### src/rtl/band_bar_driver_pkg.sv
// band_bar_driver_pkg
// Shared definitions for the band bar display driver:
//   - default configuration values for the driver and its bus interface
//   - TOTAL_BITS / LED_STEP for the default configuration
//   - FSM state encoding
//   - thermometer encoder that turns a held peak into a lit-LED bar
package band_bar_driver_pkg;

    localparam int DEF_NUM_BANDS   = 4;
    localparam int DEF_ENERGY_BITS = 8;
    localparam int DEF_BAR_LEDS    = 8;
    localparam int DEF_HOLD_FRAMES = 8;
    localparam int DEF_DECAY_STEP  = 4;
    localparam int DEF_SCLK_DIV    = 4;

    // Bits shifted per frame and energy span covered by one LED.
    localparam int TOTAL_BITS = DEF_NUM_BANDS * DEF_BAR_LEDS;
    localparam int LED_STEP   = (1 << DEF_ENERGY_BITS) / DEF_BAR_LEDS;

    typedef enum logic [2:0] {
        IDLE,
        LOAD,
        SHIFT_LO,
        SHIFT_HI,
        LATCH
    } bar_state_e;

    // LED k is lit iff peak > k*step. The loop bound is fixed at 32 so the
    // function stays static; bits at or above 'leds' are always zero.
    function automatic logic [31:0] therm_encode(input logic [31:0] peak,
                                                 input int          leds,
                                                 input int          step);
        logic [31:0] code;
        code = '0;
        for (int k = 0; k < 32; k++) begin
            if ((k < leds) && (peak > 32'(k * step))) begin
                code[k] = 1'b1;
            end
        end
        return code;
    endfunction

endpackage

### src/rtl/band_bar_driver_if.sv
// band_bar_driver_if
// Bundles the frame input and the display/status outputs of band_bar_driver.
//   master : frame source side (drives frame_valid, band_energy)
//   slave  : driver side (drives serial chain, status and debug outputs)
// Signals:
//   frame_valid  one-cycle strobe, band_energy valid in that cycle
//   band_energy  NUM_BANDS x ENERGY_BITS, band 0 in the LSBs
//   ser_data / ser_clk / ser_latch  to the 74HC595-style chain
//   busy         frame being processed or shifted
//   overrun      sticky, a frame arrived while busy
//   peak_level   current held peaks, band 0 in the LSBs
interface band_bar_driver_if
    import band_bar_driver_pkg::*;
#(
    parameter int NUM_BANDS   = DEF_NUM_BANDS,
    parameter int ENERGY_BITS = DEF_ENERGY_BITS
);
    logic                               frame_valid;
    logic [NUM_BANDS*ENERGY_BITS-1:0]   band_energy;
    logic                               ser_data;
    logic                               ser_clk;
    logic                               ser_latch;
    logic                               busy;
    logic                               overrun;
    logic [NUM_BANDS*ENERGY_BITS-1:0]   peak_level;

    modport master (
        output frame_valid, band_energy,
        input  ser_data, ser_clk, ser_latch, busy, overrun, peak_level
    );

    modport slave (
        input  frame_valid, band_energy,
        output ser_data, ser_clk, ser_latch, busy, overrun, peak_level
    );

endinterface

### src/rtl/band_bar_driver_peak_hold_cell.sv
// peak_hold_cell
// Peak-hold with linear decay for one band. On each accept strobe:
//   energy >= peak       : take the new peak and restart the hold counter
//   hold counter running : count it down, keep the peak
//   hold expired         : peak = max(energy, peak - DECAY_STEP clamped at 0)
// Ports:
//   clk, rst  clock, asynchronous active-high reset
//   accept    one-cycle update strobe
//   energy    this band's energy for the accepted frame
//   peak      registered held peak
module peak_hold_cell #(
    parameter int ENERGY_BITS = 8,
    parameter int HOLD_FRAMES = 8,
    parameter int DECAY_STEP  = 4
) (
    input  logic                   clk,
    input  logic                   rst,
    input  logic                   accept,
    input  logic [ENERGY_BITS-1:0] energy,
    output logic [ENERGY_BITS-1:0] peak
);

    localparam int HOLD_W = $clog2(HOLD_FRAMES + 1);

    logic [HOLD_W-1:0]      hold;
    logic [ENERGY_BITS-1:0] decayed;

    // peak - DECAY_STEP, clamped at zero instead of wrapping.
    function automatic logic [ENERGY_BITS-1:0] sat0_decay(input logic [ENERGY_BITS-1:0] p);
        logic signed [32:0] diff;
        diff = $signed({1'b0, 32'(p)}) - $signed(33'(DECAY_STEP));
        if (diff < 0) begin
            return '0;
        end
        return ENERGY_BITS'(diff);
    endfunction

    assign decayed = sat0_decay(peak);

    always_ff @(posedge clk or posedge rst) begin
        if (rst) begin
            peak <= '0;
            hold <= '0;
        end else if (accept) begin
            if (energy >= peak) begin
                peak <= energy;
                hold <= HOLD_W'(HOLD_FRAMES);
            end else if (hold != '0) begin
                hold <= hold - 1'b1;
            end else begin
                peak <= (energy > decayed) ? energy : decayed;
            end
        end
    end

endmodule

### src/rtl/band_bar_driver.sv
// band_bar_driver
// Display stage of the spectrum analyzer: keeps a peak-hold/decay value per
// band, converts each peak to a thermometer bar and shifts all bars MSB first
// (band NUM_BANDS-1, LED BAR_LEDS-1 first) into an external 74HC595-style
// chain, followed by one latch pulse.
// Ports:
//   clk  single clock, rising edge
//   rst  asynchronous active-high reset
//   bus  band_bar_driver_if.slave: frame_valid/band_energy in;
//        ser_data/ser_clk/ser_latch/busy/overrun/peak_level out (all registered)
module band_bar_driver
    import band_bar_driver_pkg::*;
#(
    parameter int NUM_BANDS   = DEF_NUM_BANDS,
    parameter int ENERGY_BITS = DEF_ENERGY_BITS,
    parameter int BAR_LEDS    = DEF_BAR_LEDS,
    parameter int HOLD_FRAMES = DEF_HOLD_FRAMES,
    parameter int DECAY_STEP  = DEF_DECAY_STEP,
    parameter int SCLK_DIV    = DEF_SCLK_DIV
) (
    input  logic              clk,
    input  logic              rst,
    band_bar_driver_if.slave  bus
);

    localparam int TOT_BITS = NUM_BANDS * BAR_LEDS;
    localparam int STEP     = (1 << ENERGY_BITS) / BAR_LEDS;
    localparam int CNT_W    = (TOT_BITS > 1) ? $clog2(TOT_BITS) : 1;
    localparam int DIV_W    = $clog2(SCLK_DIV + 1);

    bar_state_e             state, state_nxt;
    logic [DIV_W-1:0]       div_cnt, div_nxt;
    logic [CNT_W-1:0]       bit_cnt, bit_nxt;
    logic [TOT_BITS-1:0]    shreg, shreg_nxt;
    logic [TOT_BITS-1:0]    therm_all;
    logic                   accept;
    logic                   div_last;
    logic                   bit_last;

    logic                   ser_data_q;
    logic                   ser_clk_q;
    logic                   ser_latch_q;
    logic                   busy_q;
    logic                   overrun_q;

    logic [ENERGY_BITS-1:0] peaks [NUM_BANDS];

    // ---- per-band peak hold ----
    for (genvar b = 0; b < NUM_BANDS; b++) begin : g_band
        peak_hold_cell #(
            .ENERGY_BITS (ENERGY_BITS),
            .HOLD_FRAMES (HOLD_FRAMES),
            .DECAY_STEP  (DECAY_STEP)
        ) u_cell (
            .clk    (clk),
            .rst    (rst),
            .accept (accept),
            .energy (bus.band_energy[b*ENERGY_BITS +: ENERGY_BITS]),
            .peak   (peaks[b])
        );
        assign bus.peak_level[b*ENERGY_BITS +: ENERGY_BITS] = peaks[b];
    end

    // Bars laid out so band NUM_BANDS-1 / LED BAR_LEDS-1 sits at the MSB.
    always_comb begin
        therm_all = '0;
        for (int b = 0; b < NUM_BANDS; b++) begin
            therm_all[b*BAR_LEDS +: BAR_LEDS] =
                BAR_LEDS'(therm_encode(32'(peaks[b]), BAR_LEDS, STEP));
        end
    end

    assign div_last = (div_cnt == DIV_W'(SCLK_DIV - 1));
    assign bit_last = (bit_cnt == CNT_W'(TOT_BITS - 1));

    // ---- sequencer: next state ----
    always_comb begin
        state_nxt = state;
        div_nxt   = div_cnt;
        bit_nxt   = bit_cnt;
        shreg_nxt = shreg;
        accept    = 1'b0;
        unique case (state)
            IDLE: begin
                if (bus.frame_valid) begin
                    accept    = 1'b1;
                    state_nxt = LOAD;
                end
            end
            LOAD: begin
                shreg_nxt = therm_all;
                bit_nxt   = '0;
                div_nxt   = '0;
                state_nxt = SHIFT_LO;
            end
            SHIFT_LO: begin
                if (div_last) begin
                    div_nxt   = '0;
                    state_nxt = SHIFT_HI;
                end else begin
                    div_nxt = div_cnt + 1'b1;
                end
            end
            SHIFT_HI: begin
                if (div_last) begin
                    div_nxt   = '0;
                    shreg_nxt = shreg << 1;
                    bit_nxt   = bit_cnt + 1'b1;
                    state_nxt = bit_last ? LATCH : SHIFT_LO;
                end else begin
                    div_nxt = div_cnt + 1'b1;
                end
            end
            LATCH: begin
                if (div_last) begin
                    div_nxt   = '0;
                    state_nxt = IDLE;
                end else begin
                    div_nxt = div_cnt + 1'b1;
                end
            end
            default: state_nxt = IDLE;
        endcase
    end

    // ---- sequencer / output registers ----
    // Outputs are decoded from the next state so they line up with the state
    // they belong to. ser_data only reloads on entry to SHIFT_LO, so it never
    // moves while ser_clk is high or during the latch pulse.
    always_ff @(posedge clk or posedge rst) begin
        if (rst) begin
            state       <= IDLE;
            div_cnt     <= '0;
            bit_cnt     <= '0;
            ser_data_q  <= 1'b0;
            ser_clk_q   <= 1'b0;
            ser_latch_q <= 1'b0;
            busy_q      <= 1'b0;
            overrun_q   <= 1'b0;
        end else begin
            state       <= state_nxt;
            div_cnt     <= div_nxt;
            bit_cnt     <= bit_nxt;
            ser_clk_q   <= (state_nxt == SHIFT_HI);
            ser_latch_q <= (state_nxt == LATCH);
            busy_q      <= (state_nxt != IDLE);
            if (state_nxt == SHIFT_LO) begin
                ser_data_q <= shreg_nxt[TOT_BITS-1];
            end
            if (bus.frame_valid && (state != IDLE)) begin
                overrun_q <= 1'b1;
            end
        end
    end

    // Shift register is pure data: reloaded in LOAD before it is ever used.
    always_ff @(posedge clk) begin
        shreg <= shreg_nxt;
    end

    assign bus.ser_data  = ser_data_q;
    assign bus.ser_clk   = ser_clk_q;
    assign bus.ser_latch = ser_latch_q;
    assign bus.busy      = busy_q;
    assign bus.overrun   = overrun_q;

endmodule

### src/flat_wrapper.sv
// flat-port wrapper written by rule: the top's interface ports become plain ports
module band_bar_driver_flat import band_bar_driver_pkg::*;
#(
    parameter int NUM_BANDS   = DEF_NUM_BANDS,
    parameter int ENERGY_BITS = DEF_ENERGY_BITS,
    parameter int BAR_LEDS    = DEF_BAR_LEDS,
    parameter int HOLD_FRAMES = DEF_HOLD_FRAMES,
    parameter int DECAY_STEP  = DEF_DECAY_STEP,
    parameter int SCLK_DIV    = DEF_SCLK_DIV
)
  (clk, rst, bus_frame_valid, bus_band_energy, bus_ser_data, bus_ser_clk, bus_ser_latch, bus_busy, bus_overrun, bus_peak_level);
  band_bar_driver_if #(.NUM_BANDS(NUM_BANDS), .ENERGY_BITS(ENERGY_BITS)) bus_i ();
  input  logic clk;
  input  logic rst;
  input wire logic [$bits(bus_i.frame_valid)-1:0] bus_frame_valid;
  input wire logic [$bits(bus_i.band_energy)-1:0] bus_band_energy;
  output wire logic [$bits(bus_i.ser_data)-1:0] bus_ser_data;
  output wire logic [$bits(bus_i.ser_clk)-1:0] bus_ser_clk;
  output wire logic [$bits(bus_i.ser_latch)-1:0] bus_ser_latch;
  output wire logic [$bits(bus_i.busy)-1:0] bus_busy;
  output wire logic [$bits(bus_i.overrun)-1:0] bus_overrun;
  output wire logic [$bits(bus_i.peak_level)-1:0] bus_peak_level;
  assign bus_i.frame_valid = bus_frame_valid;
  assign bus_i.band_energy = bus_band_energy;
  assign bus_ser_data = bus_i.ser_data;
  assign bus_ser_clk = bus_i.ser_clk;
  assign bus_ser_latch = bus_i.ser_latch;
  assign bus_busy = bus_i.busy;
  assign bus_overrun = bus_i.overrun;
  assign bus_peak_level = bus_i.peak_level;
  band_bar_driver #(.NUM_BANDS(NUM_BANDS), .ENERGY_BITS(ENERGY_BITS), .BAR_LEDS(BAR_LEDS), .HOLD_FRAMES(HOLD_FRAMES), .DECAY_STEP(DECAY_STEP), .SCLK_DIV(SCLK_DIV)) u_core (.clk(clk), .rst(rst), .bus(bus_i));
endmodule
### config.mk
export PLATFORM = sky130hd
export DESIGN_NAME = band_bar_driver_flat
export DESIGN_NICKNAME = d
export VERILOG_FILES = /design/src/rtl/band_bar_driver_pkg.sv /design/src/rtl/band_bar_driver_if.sv /design/src/rtl/band_bar_driver_peak_hold_cell.sv /design/src/rtl/band_bar_driver.sv /design/src/flat_wrapper.sv
export SDC_FILE = /design/constraint.sdc
export NUM_CORES = 1
export LEC_CHECK = 0
export ABC_AREA = 1
export CORE_MARGIN = 8
export CORE_UTILIZATION = 38
export DETAILED_ROUTE_END_ITERATION = 10
export HOLD_SLACK_MARGIN = 0.1
export PLACE_DENSITY_LB_ADDON = 0.12
export SLEW_MARGIN = 20
export SYNTH_ARGS = -nofsm -noshare
export SYNTH_HDL_FRONTEND = slang
export SYNTH_HIERARCHICAL = 1
export SYNTH_SLANG_ARGS = --single-unit
### constraint.sdc
create_clock -name clk -period 3.3 [get_ports clk]
set_clock_uncertainty 0.15 [all_clocks]
set_input_delay 0.33 -clock clk [delete_from_list [all_inputs] [get_ports clk]]
set_output_delay 0.33 -clock clk [all_outputs]
set_load 0.02 [all_outputs]
* Word-level counts from Yosys, hierarchy flattened
Index checks and enable logic that the tools add are counted.
Widths: inputs -> output; s select.
** Word-level totals
- Logic and storage cells :: 188
- Register bits :: 96
- Input port bits :: 35
- Output and inout bits :: 37
** Operators by class
- Add/sub/neg operators :: 10
- Reduce and logical (&&, ||, !) cells :: 24
- Eq/ne operators :: 14
- Mux-type cells :: 78
- Order comparisons :: 44
** Operators with widths (count)
- $mux 8 :: 20
- $lt 33x1->1 const B :: 4
- $gt 8x8->1 const B :: 16
- $gt 8x7->1 const B :: 8
- $pmux 32 s2 :: 1
- $mux 1 :: 38
- $sub 8x3->9 const B :: 4
- $ge 8x8->1 :: 4
- $gt 8x1->1 const B :: 4
- $gt 8x6->1 const B :: 4
- $gt 8x8->1 :: 4
- $mux 32 :: 1
- $mux 4 :: 8
- $mux 3 :: 6
- $reduce_and 2->1 :: 9
- $reduce_bool 4->1 :: 4
- $sub 4x1->4 const B :: 4
- $eq 3x2->1 const B :: 5
- $pmux 3 s5 :: 1
- $reduce_bool 2->1 :: 6
- $pmux 5 s2 :: 1
- $ne 2x2->1 const B :: 4
- $eq 3x3->1 const B :: 2
- $pmux 3 s2 :: 1
- 10 further kinds :: 11

* Longest topological paths before layout
Gate-level depths: netlist of the first run.
- Word-level depth :: 8
- Gate-level depth with buffers :: 20
- Depth with buffers taken out :: 20

* Modules after synthesis
Netlist of the first run, hierarchy kept.
** Modules (own cells, without submodules)
- peak_hold_cell (u_core.g_band[0].u_cell ...) :: area an instance 1282.5 µm², instances 3, sequential area each 300.3 µm², cells each 175
- band_bar_driver :: area an instance 2501.1 µm², instances 1, sequential area each 1351.3 µm², cells each 279
- peak_hold_cell (u_core.g_band[1].u_cell) :: area an instance 1261.2 µm², instances 1, sequential area each 300.3 µm², cells each 175

* Worst setup path after synthesis of the first run
No wires, ideal clock.
- Kind :: flip-flop to flip-flop
- Start :: reg u_core.g_band[2].u_cell.peak[2]
- End :: reg u_core.g_band[2].u_cell.peak[0]
- Arrival :: 2164 ps
- Buffers on the path :: 0
- Required time :: 3032 ps
- Slack :: 868 ps
- Cell stages (with the launch flop) :: 15
- Period minus slack after synthesis :: 2432 ps
- Library setup time :: 118 ps
- Path through :: dfrtp_1 inv_1 ha_1 inv_1 nor3_4 nand3_4 nand3_2 ha_1 a21o_1 nor2_1 nand2_1 nand2_2 nand3_1 nand3_1 nand2_1
** Between the ends
- Longest elaborated chain between the ends :: 8
- Elaborated cells on any way between the ends :: 11
- Those cells by class :: add/sub: 1; order compare: 3; eq/ne: 1; mux: 5; reduce/logical: 1
** RTL lines
- start, declared :: line band_bar_driver_peak_hold_cell.sv:20 : output logic [ENERGY_BITS-1:0] peak
- start signal, assigned :: line band_bar_driver_peak_hold_cell.sv:46 : peak <= energy;
- start signal, assigned :: line band_bar_driver_peak_hold_cell.sv:51 : peak <= (energy > decayed) ? energy : decayed;
- $sub 8x3->9 :: line band_bar_driver_peak_hold_cell.sv:31 : diff = $signed({1'b0, 32'(p)}) - $signed(33'(DECAY_STEP));
- $lt 33x1->1 :: line band_bar_driver_peak_hold_cell.sv:32 : if (diff < 0) begin
- $mux 1 :: line band_bar_driver_peak_hold_cell.sv:32
- $mux 8 :: line band_bar_driver_peak_hold_cell.sv:35 : return ENERGY_BITS'(diff);
- $gt 8x8->1 :: line band_bar_driver_peak_hold_cell.sv:51
- $mux 8 :: line band_bar_driver_peak_hold_cell.sv:51
- $mux 8 :: line band_bar_driver_peak_hold_cell.sv:48 : end else if (hold != '0) begin
- $mux 8 :: line band_bar_driver_peak_hold_cell.sv:45 : if (energy >= peak) begin
Parallel ways exist; a longest one is shown, timed or not. The select of a mux whose other input is x is not followed.
A chain may end at the register's enable or synchronous reset.

* Final worst setup path of the first run
- Start :: reg u_core.g_band[0].u_cell.peak[2]
- End :: reg u_core.g_band[0].u_cell.peak[3]
** Between the ends
- Longest elaborated chain between the ends :: 8
- Elaborated cells on any way between the ends :: 11
- Those cells by class :: add/sub: 1; order compare: 3; eq/ne: 1; mux: 5; reduce/logical: 1
** RTL lines (line)
- start, declared :: band_bar_driver_peak_hold_cell.sv:20
- start signal, assigned :: band_bar_driver_peak_hold_cell.sv:46
- start signal, assigned :: band_bar_driver_peak_hold_cell.sv:51
- $sub 8x3->9 :: band_bar_driver_peak_hold_cell.sv:31
- $lt 33x1->1 :: band_bar_driver_peak_hold_cell.sv:32
- $mux 1 :: band_bar_driver_peak_hold_cell.sv:32
- $mux 8 :: band_bar_driver_peak_hold_cell.sv:35
- $gt 8x8->1 :: band_bar_driver_peak_hold_cell.sv:51
- $mux 8 :: band_bar_driver_peak_hold_cell.sv:51
- $mux 8 :: band_bar_driver_peak_hold_cell.sv:48
- $mux 8 :: band_bar_driver_peak_hold_cell.sv:45
Parallel ways exist; a longest one is shown, timed or not. The select of a mux whose other input is x is not followed.

==> run metrics, run 1 <==
WP buf/inv 2; core area 19590 um^2; largest net degree at the start of global routing 33; routed vias 6394; antenna-violating nets left 0; CP Cell Sequence inv_1 -> ha_1 -> inv_1 -> nor3_4 -> nand3_4 -> nand3_2 -> ha_1 -> a21oi_1 -> nor2_1 -> nor2_1 -> nand2_1 -> nand2_2 -> nand2_4 -> nand2_1 -> nand3_1 -> nand2_1; Hold Vio Cnt, Final 0; die area 24810 um^2; Num Clock Sinks 96; clk slew on worst S/H paths 0.07 ns; Setup Crit Path Kind flop to flop; MaxCap Viol Count 0; status finished, final reports clean; Worst path slowest cell dfrtp_1; TritonCTS clock tree yes; register area 2552 um^2; vias per inst 4.826; Avg WL per Cell 13.27 um; WP data arrival 2.88 ns; Crit path max-delay family simple AND/OR/NAND/NOR gates; r2r setup slk 0.56 ns; Crit path top cell by count nand2_1; hold_buf cts 0; Min-Delay Startpoint u_core/bus.overrun; hold depth 1; fill count 1983; crit start category flop; RSZ-0062 raised after global routing no; Post-Syn Area per Cell 7.773 um^2; WP data required 3.44 ns; row count 51; reg2reg start u_core/g_band[0].u_cell/peak[2]; vias in the first global route 6200; Lkg Pwr 4.342 nW; Reg2Reg Capture Point u_core/g_band[0].u_cell/peak[3]; pwr dens 283.4 nW/um^2; Hold EP u_core/bus.overrun; hpwl dp 13590 um; H-tree Lvls 3; Pre-antenna DRT Iters 4; layout net count 1169; Syn Std Cell Area 7610 um^2; routed wire length 17590 um; drt initial violations 293; antenna violations before repair 0; Synth warnings 6; Die H 157.5 um; CP Max Fanout 9; post-CTS sizing 0; Seq/Total Area, Yosys 33.54%; fin crit period 2.738 ns; fmax 365.3 MHz; Post-CTS Setup Repair Bufs 0; Slew Limit Fails 0; Max clock buf depth 2; first-pass GRT wire length 30190 um; Post-route DRC 0; multi-input combinational cell area 4379 um^2; Initial Util 38.85%; crit-path max cell delay 0.44 ns; Setup Viol. Count Final 0; syn_nets 1093; worst relative slew slack 59.68%; antenna fix cells 0; peak supply drop 0.2093 mV; final worst-path cycle share 82.96%; R2R cell count 16; post-synth cell types 41; worst slew pin tran 0.6041 ns; Syn-to-layout area delta 16.59%; DIE WIDTH 157.5 um; register bit total from synthesis 96; final setup TNS 0 ns; ratio of cells with drive above 1 in the final layout 12.55%; worst min-delay path category flop to flop; ys async rst share 66.67%; clock root cell clkbuf_16; Clk Latency, worst-skew pair 0.35 ns; IO Pins 72; CP endpoint kind flop; grt total ovfl 0; dominant synthesized flop cell dfrtp_1; CTS Buf Count 9; Design Power 2.515 mW; total track usage 14.84%; GP Congestion 0.8428; I/O Buffers 71; number of flops mapped to enable cells by yosys 31; Mapped Cells 979
[area by class of cell]
| type | instances | share of cell area [%] |
|---|---|---|
| clock buffers | 9 | 2.538 |
| inverters | 150 | 6.402 |
| multi-input cells | 723 | 49.36 |
| well taps | 265 | 3.737 |
| flip-flops and latches | 96 | 28.77 |
| clock inverters | 7 | 0.7051 |
| repair buffers | 75 | 8.490 |
[worst max-delay path by stage]
stage | startpoint | endpoint | slack, ns | cells after the start
final | u_core/g_band[0].u_cell/peak[2] | u_core/g_band[0].u_cell/peak[3] | 0.56 | 16
after global routing | u_core/g_band[0].u_cell/peak[2] | u_core/g_band[0].u_cell/peak[3] | 0.33 | 16
after CTS | u_core/g_band[0].u_cell/peak[2] | u_core/g_band[0].u_cell/peak[3] | 0.54 | 15
after detailed placement | u_core/g_band[0].u_cell/peak[2] | u_core/g_band[0].u_cell/peak[3] | 0.56 | 15
after global placement | u_core/g_band[0].u_cell/peak[2] | u_core/g_band[0].u_cell/peak[3] | 0.54 | 15
after floorplan | u_core/g_band[2].u_cell/peak[2] | u_core/g_band[2].u_cell/peak[0] | 0.87 | 14
[flip-flops by register name (all words and copies together), names as in the netlist, 3 cells and up]
| register | flops |
|---|---|
| u_core/bit_cnt | 5 |
| u_core/g_band.u_cell/peak | 32 |
| u_core/shreg | 32 |
| u_core/state | 3 |
| u_core/div_cnt | 3 |
| u_core/g_band.u_cell/hold | 16 |
[synthesized netlist by cell type, types with 2 or more instances]
master,count,area [um^2]
a21o_1,9,67.56
a21oi_1,29,145.1
a22oi_1,4,30.03
buf_6,8,90.09
dfrtp_1,64,1602
edfxtp_1,31,930.9
ha_1,79,988.5
inv_1,131,491.7
inv_2,18,67.56
nand2_1,241,904.6
nand2_2,26,162.7
nand2_4,9,101.4
nand3_1,140,700.7
nand3_2,15,150.1
nand3_4,3,52.55
nand4_1,15,93.84
nand4_2,4,50.05
nor2_1,57,214.0
nor2_2,8,50.05
nor2_4,8,90.09
nor2_8,5,100.1
nor3_1,3,15.01
nor3_2,5,50.05
nor3_4,3,48.80
o211ai_1,2,15.01
o21ai_0,21,105.1
o21ai_1,15,75.07
o21ai_2,5,43.79
o31ai_1,2,15.01
or2_1,4,25.02
or2_2,2,12.51
xor2_1,4,35.03
[metal layers]
| metal | wire length, um | global-route usage [%] | share of wire (%) | vias to the layer above |
|---|---|---|---|---|
| li1 | - | - | - | 3393 |
| met2 | 7693 | 23.39 | 44 | 94 |
| met4 | 177 | 4.352 | 1.0 | 0 |
| met1 | 9070 | 20.65 | 52 | 2896 |
| met3 | 644 | 2.111 | 3.7 | 11 |
| met5 | 0 | 0 | 0 | - |
[metrics by stage]
| step | instance area (um^2) | hold WS, ns | instances | utilization, % | setup WS [ns] |
|---|---|---|---|---|---|
| 2_1_floorplan | 7610 | 0.04470 | 979 | - | 0.8677 |
| 3_3_place_gp | 8584 | 0.2929 | 1309 | 43.82 | 0.5393 |
| 3_5_place_dp | 8584 | 0.2962 | 1309 | 43.82 | 0.5625 |
| 4_1_cts | 8872 | 0.3112 | 1325 | 45.29 | 0.5407 |
| 5_1_grt | 8872 | 0.3380 | 1325 | 45.29 | 0.3278 |
| 6_report | 8872 | 0.3044 | 1325 | 45.29 | 0.5623 |
[power breakdown]
| group | switching [mW] | total [mW] | internal [mW] |
|---|---|---|---|
| combinational | 0.157 | 0.268 | 0.112 |
| sequential | 0.0000000000000000252 | 1.22 | 1.22 |
| clock | 0.497 | 1.02 | 0.528 |
| total | 0.654 | 2.51 | 1.86 |
[placed cells by master (no fill, tap or decap), types with 5 or more instances in the layout]
master             n
nand2_1          241
nand3_1          140
inv_1            131
ha_1              79
clkdlybuf4s50_1   71
dfrtp_1           64
nor2_1            57
edfxtp_1          31
a21oi_1           29
nand2_2           26
o21ai_0           21
inv_2             18
o21ai_1           15
nand3_2           15
nand4_1           15
clkbuf_16          9
nand2_4            9
a21o_1             9
nor2_2             8
nor2_4             8
o21ai_2            5
nor2_8             5
nor3_2             5
[logic make-up (layout without fill, tap and decap cells)]
logic type | count (synthesis) | in the layout | synth area share [%]
flops | 96 | 96 | 33.54
buf+inv | 160 | 241 | 8.911
simple gates | 550 | 550 | 37.27
fa+ha+maj | 79 | 79 | 12.99
compound gates | 90 | 90 | 6.823
xor+xnor | 4 | 4 | 0.4603
Power figures use the tool's default switching activity.
==> run 2: changes to the inputs <==
==> constraint.sdc (replaced) <==
create_clock -name clk -period 2.6 [get_ports clk]
set_clock_uncertainty 0.15 [all_clocks]
set_input_delay 0.26 -clock clk [delete_from_list [all_inputs] [get_ports clk]]
set_output_delay 0.26 -clock clk [all_outputs]
set_load 0.02 [all_outputs]
==> run metrics, run 2 (synthesis gave the netlist of run 1 again) <==
antenna violations before repair 0 (unchanged); Avg WL per Cell 13.96 um (+5.1%); total track usage 15.36% (+0.52 points); TritonCTS clock tree yes; Initial Util 38.85% (unchanged); routed wire length 19260 um (+9.5%); RSZ-0062 raised after global routing yes; antenna-violating nets left 0 (unchanged); Setup Crit Path Kind flop to flop; post-placement cell count 1345 (+2.8%); Clk Latency, worst-skew pair 0.35 ns (about the same); hold_buf cts 0 (unchanged); Cell Count, Final, Fillers Out 1380 (+4.2%); worst relative slew slack 58.70% (-0.98 points); commonest cells after routing, fill and taps aside 214 x nand2_1, 116 x inv_1, 115 x nand3_1; final worst-path cycle share 99.05% (+16 points); antenna fix cells 0 (unchanged); pwr dens 330.9 nW/um^2 (+17%); Pre-antenna DRT Iters 5 (+1); Slew Limit Fails 0 (unchanged); worst slew pin tran 0.6189 ns (+0.01476 ns); Lkg Pwr 4.669 nW (+7.5%); WP data arrival 2.71 ns (-0.17 ns); worst slack at placement -0.001517 ns (-0.5640 ns); GP Congestion 0.8177 (-3.0%); Post-route DRC 0 (unchanged); routed vias 6757 (+5.7%); die area 24810 um^2 (unchanged); DIE WIDTH 157.5 um (unchanged); vias in the first global route 6382 (+2.9%); WP data required 2.74 ns (-0.70 ns); setup ws final 0.02466 ns (-0.5376 ns); Setup Viol. Count Final 0 (unchanged); drt initial violations 262 (-11%); register area 2554 um^2 (about the same); CTS Buf Count 9 (unchanged); largest net degree at the start of global routing 33 (unchanged); IO Pins 72 (unchanged); fmax 388.3 MHz (+6.3%); clk slew on worst S/H paths 0.07 ns (about the same); layout net count 1224 (+4.7%); biggest regs u_core/g_band.u_cell/peak x32, u_core/shreg x32, u_core/g_band.u_cell/hold x16; fin crit period 2.575 ns (-0.1624 ns); Hold Vio Cnt, Final 0 (unchanged); peak supply drop 0.1946 mV (-7.0%); fill count 1934 (-2.5%); Max clock buf depth 2 (unchanged); Die H 157.5 um (unchanged); CP Max Fanout 8 (-1); multi-input combinational cell area 4927 um^2 (+13%); ratio of cells with drive above 1 in the final layout 24.75% (+12 points); Num Clock Sinks 96 (unchanged); I/O Buffers 71 (unchanged); crit start category flop; clock root cell clkbuf_16; core area 19590 um^2 (unchanged); grt total ovfl 0 (unchanged); first-pass GRT wire length 31330 um (+3.8%); CP endpoint kind flop; worst min-delay path category flop to flop; H-tree Lvls 3 (unchanged); commonest non-fill, non-tap cell in the layout nand2_1; row count 51 (unchanged); status finished, final reports clean; Syn-to-layout area delta 29.07%; hpwl dp 14320 um (+5.4%); vias per inst 4.896 (+1.5%); MaxCap Viol Count 0 (unchanged)
[run 2: critical path: stages, from the launching register on]
cell	delay (ns)
dfrtp_1	0.39
inv_2	0.09
ha_4	0.15
inv_4	0.04
nor3_4	0.23
nand3_4	0.17
buf_6	0.16
o21ai_4	0.06
ha_1	0.15
nand2_1	0.06
nor2_2	0.12
nand4_1	0.23
nand2_4	0.21
nand2_8	0.09
nand2_2	0.08
nand3_2	0.06
nand2_1	0.07
[run 2: routing by layer]
metal / wire length (um) / GRT usage [%] / up-vias
li1: - / - / 3524
met1: 9284 / 20.87 / 3089
met2: 9049 / 24.93 / 131
met3: 748 / 2.358 / 13
met4: 175 / 3.989 / 0
met5: 0 / 0 / -
[run 2: path summary, 6_finish.rpt]
kind | startpoint | endpoint | slack [ns] | cells after the start
max | u_core/g_band[3].u_cell/peak[3] | u_core/g_band[3].u_cell/peak[7] | 0.02 | 16
max reg2reg | u_core/g_band[3].u_cell/peak[3] | u_core/g_band[3].u_cell/peak[7] | 0.02 | 16
max in group asynchronous | rst | u_core/bit_cnt[4] | 1.52 | 2
min in group asynchronous | rst | u_core/g_band[0].u_cell/peak[0] | 0.32 | 2
min | u_core/bus.overrun | u_core/bus.overrun | 0.31 | 1
min reg2reg | u_core/bus.overrun | u_core/bus.overrun | 0.31 | 1
[run 2: power breakdown]
group / internal (mW) / switching (mW) / leakage, nW
sequential: 1.55 / 0.0000000000000000359 / 1.22
clock: 0.708 / 0.583 / 0.144
combinational: 0.165 / 0.243 / 3.30
[run 2: timing repair]
| action | 4_1_cts | 5_1_grt |
|---|---|---|
| setup endpoints to repair | 6 | 32 |
| buffers inserted | 0 | 15 |
| gates resized for setup | 1 | 127 |
| pin swaps | 1 | 57 |
| gates cloned | 0 | 4 |
[run 2: cell type report]
| class | instances | area share (%) |
|---|---|---|
| clock buffers | 11 | 2.573 |
| clock inverters | 5 | 0.3822 |
| inverters | 150 | 5.860 |
| multi-input cells | 727 | 50.17 |
| flip-flops and latches | 96 | 26.00 |
| well taps | 265 | 3.376 |
| repair buffers | 126 | 11.64 |
[run 2: per-stage QoR]
stage          power, mW  area (um^2)   TNS (ns)  util (%)  hold slack, ns
3_5_place_dp       1.929         8855  -0.001517     45.20          0.2976
6_report           3.250         9822          0     50.14          0.3076
3_3_place_gp       1.927         8855   -0.08724     45.20          0.2896
2_1_floorplan      1.805         7610          0         -        -0.02530
5_1_grt            3.408         9822     -2.512     50.14          0.3374
4_1_cts            3.247         9150          0     46.71          0.3142
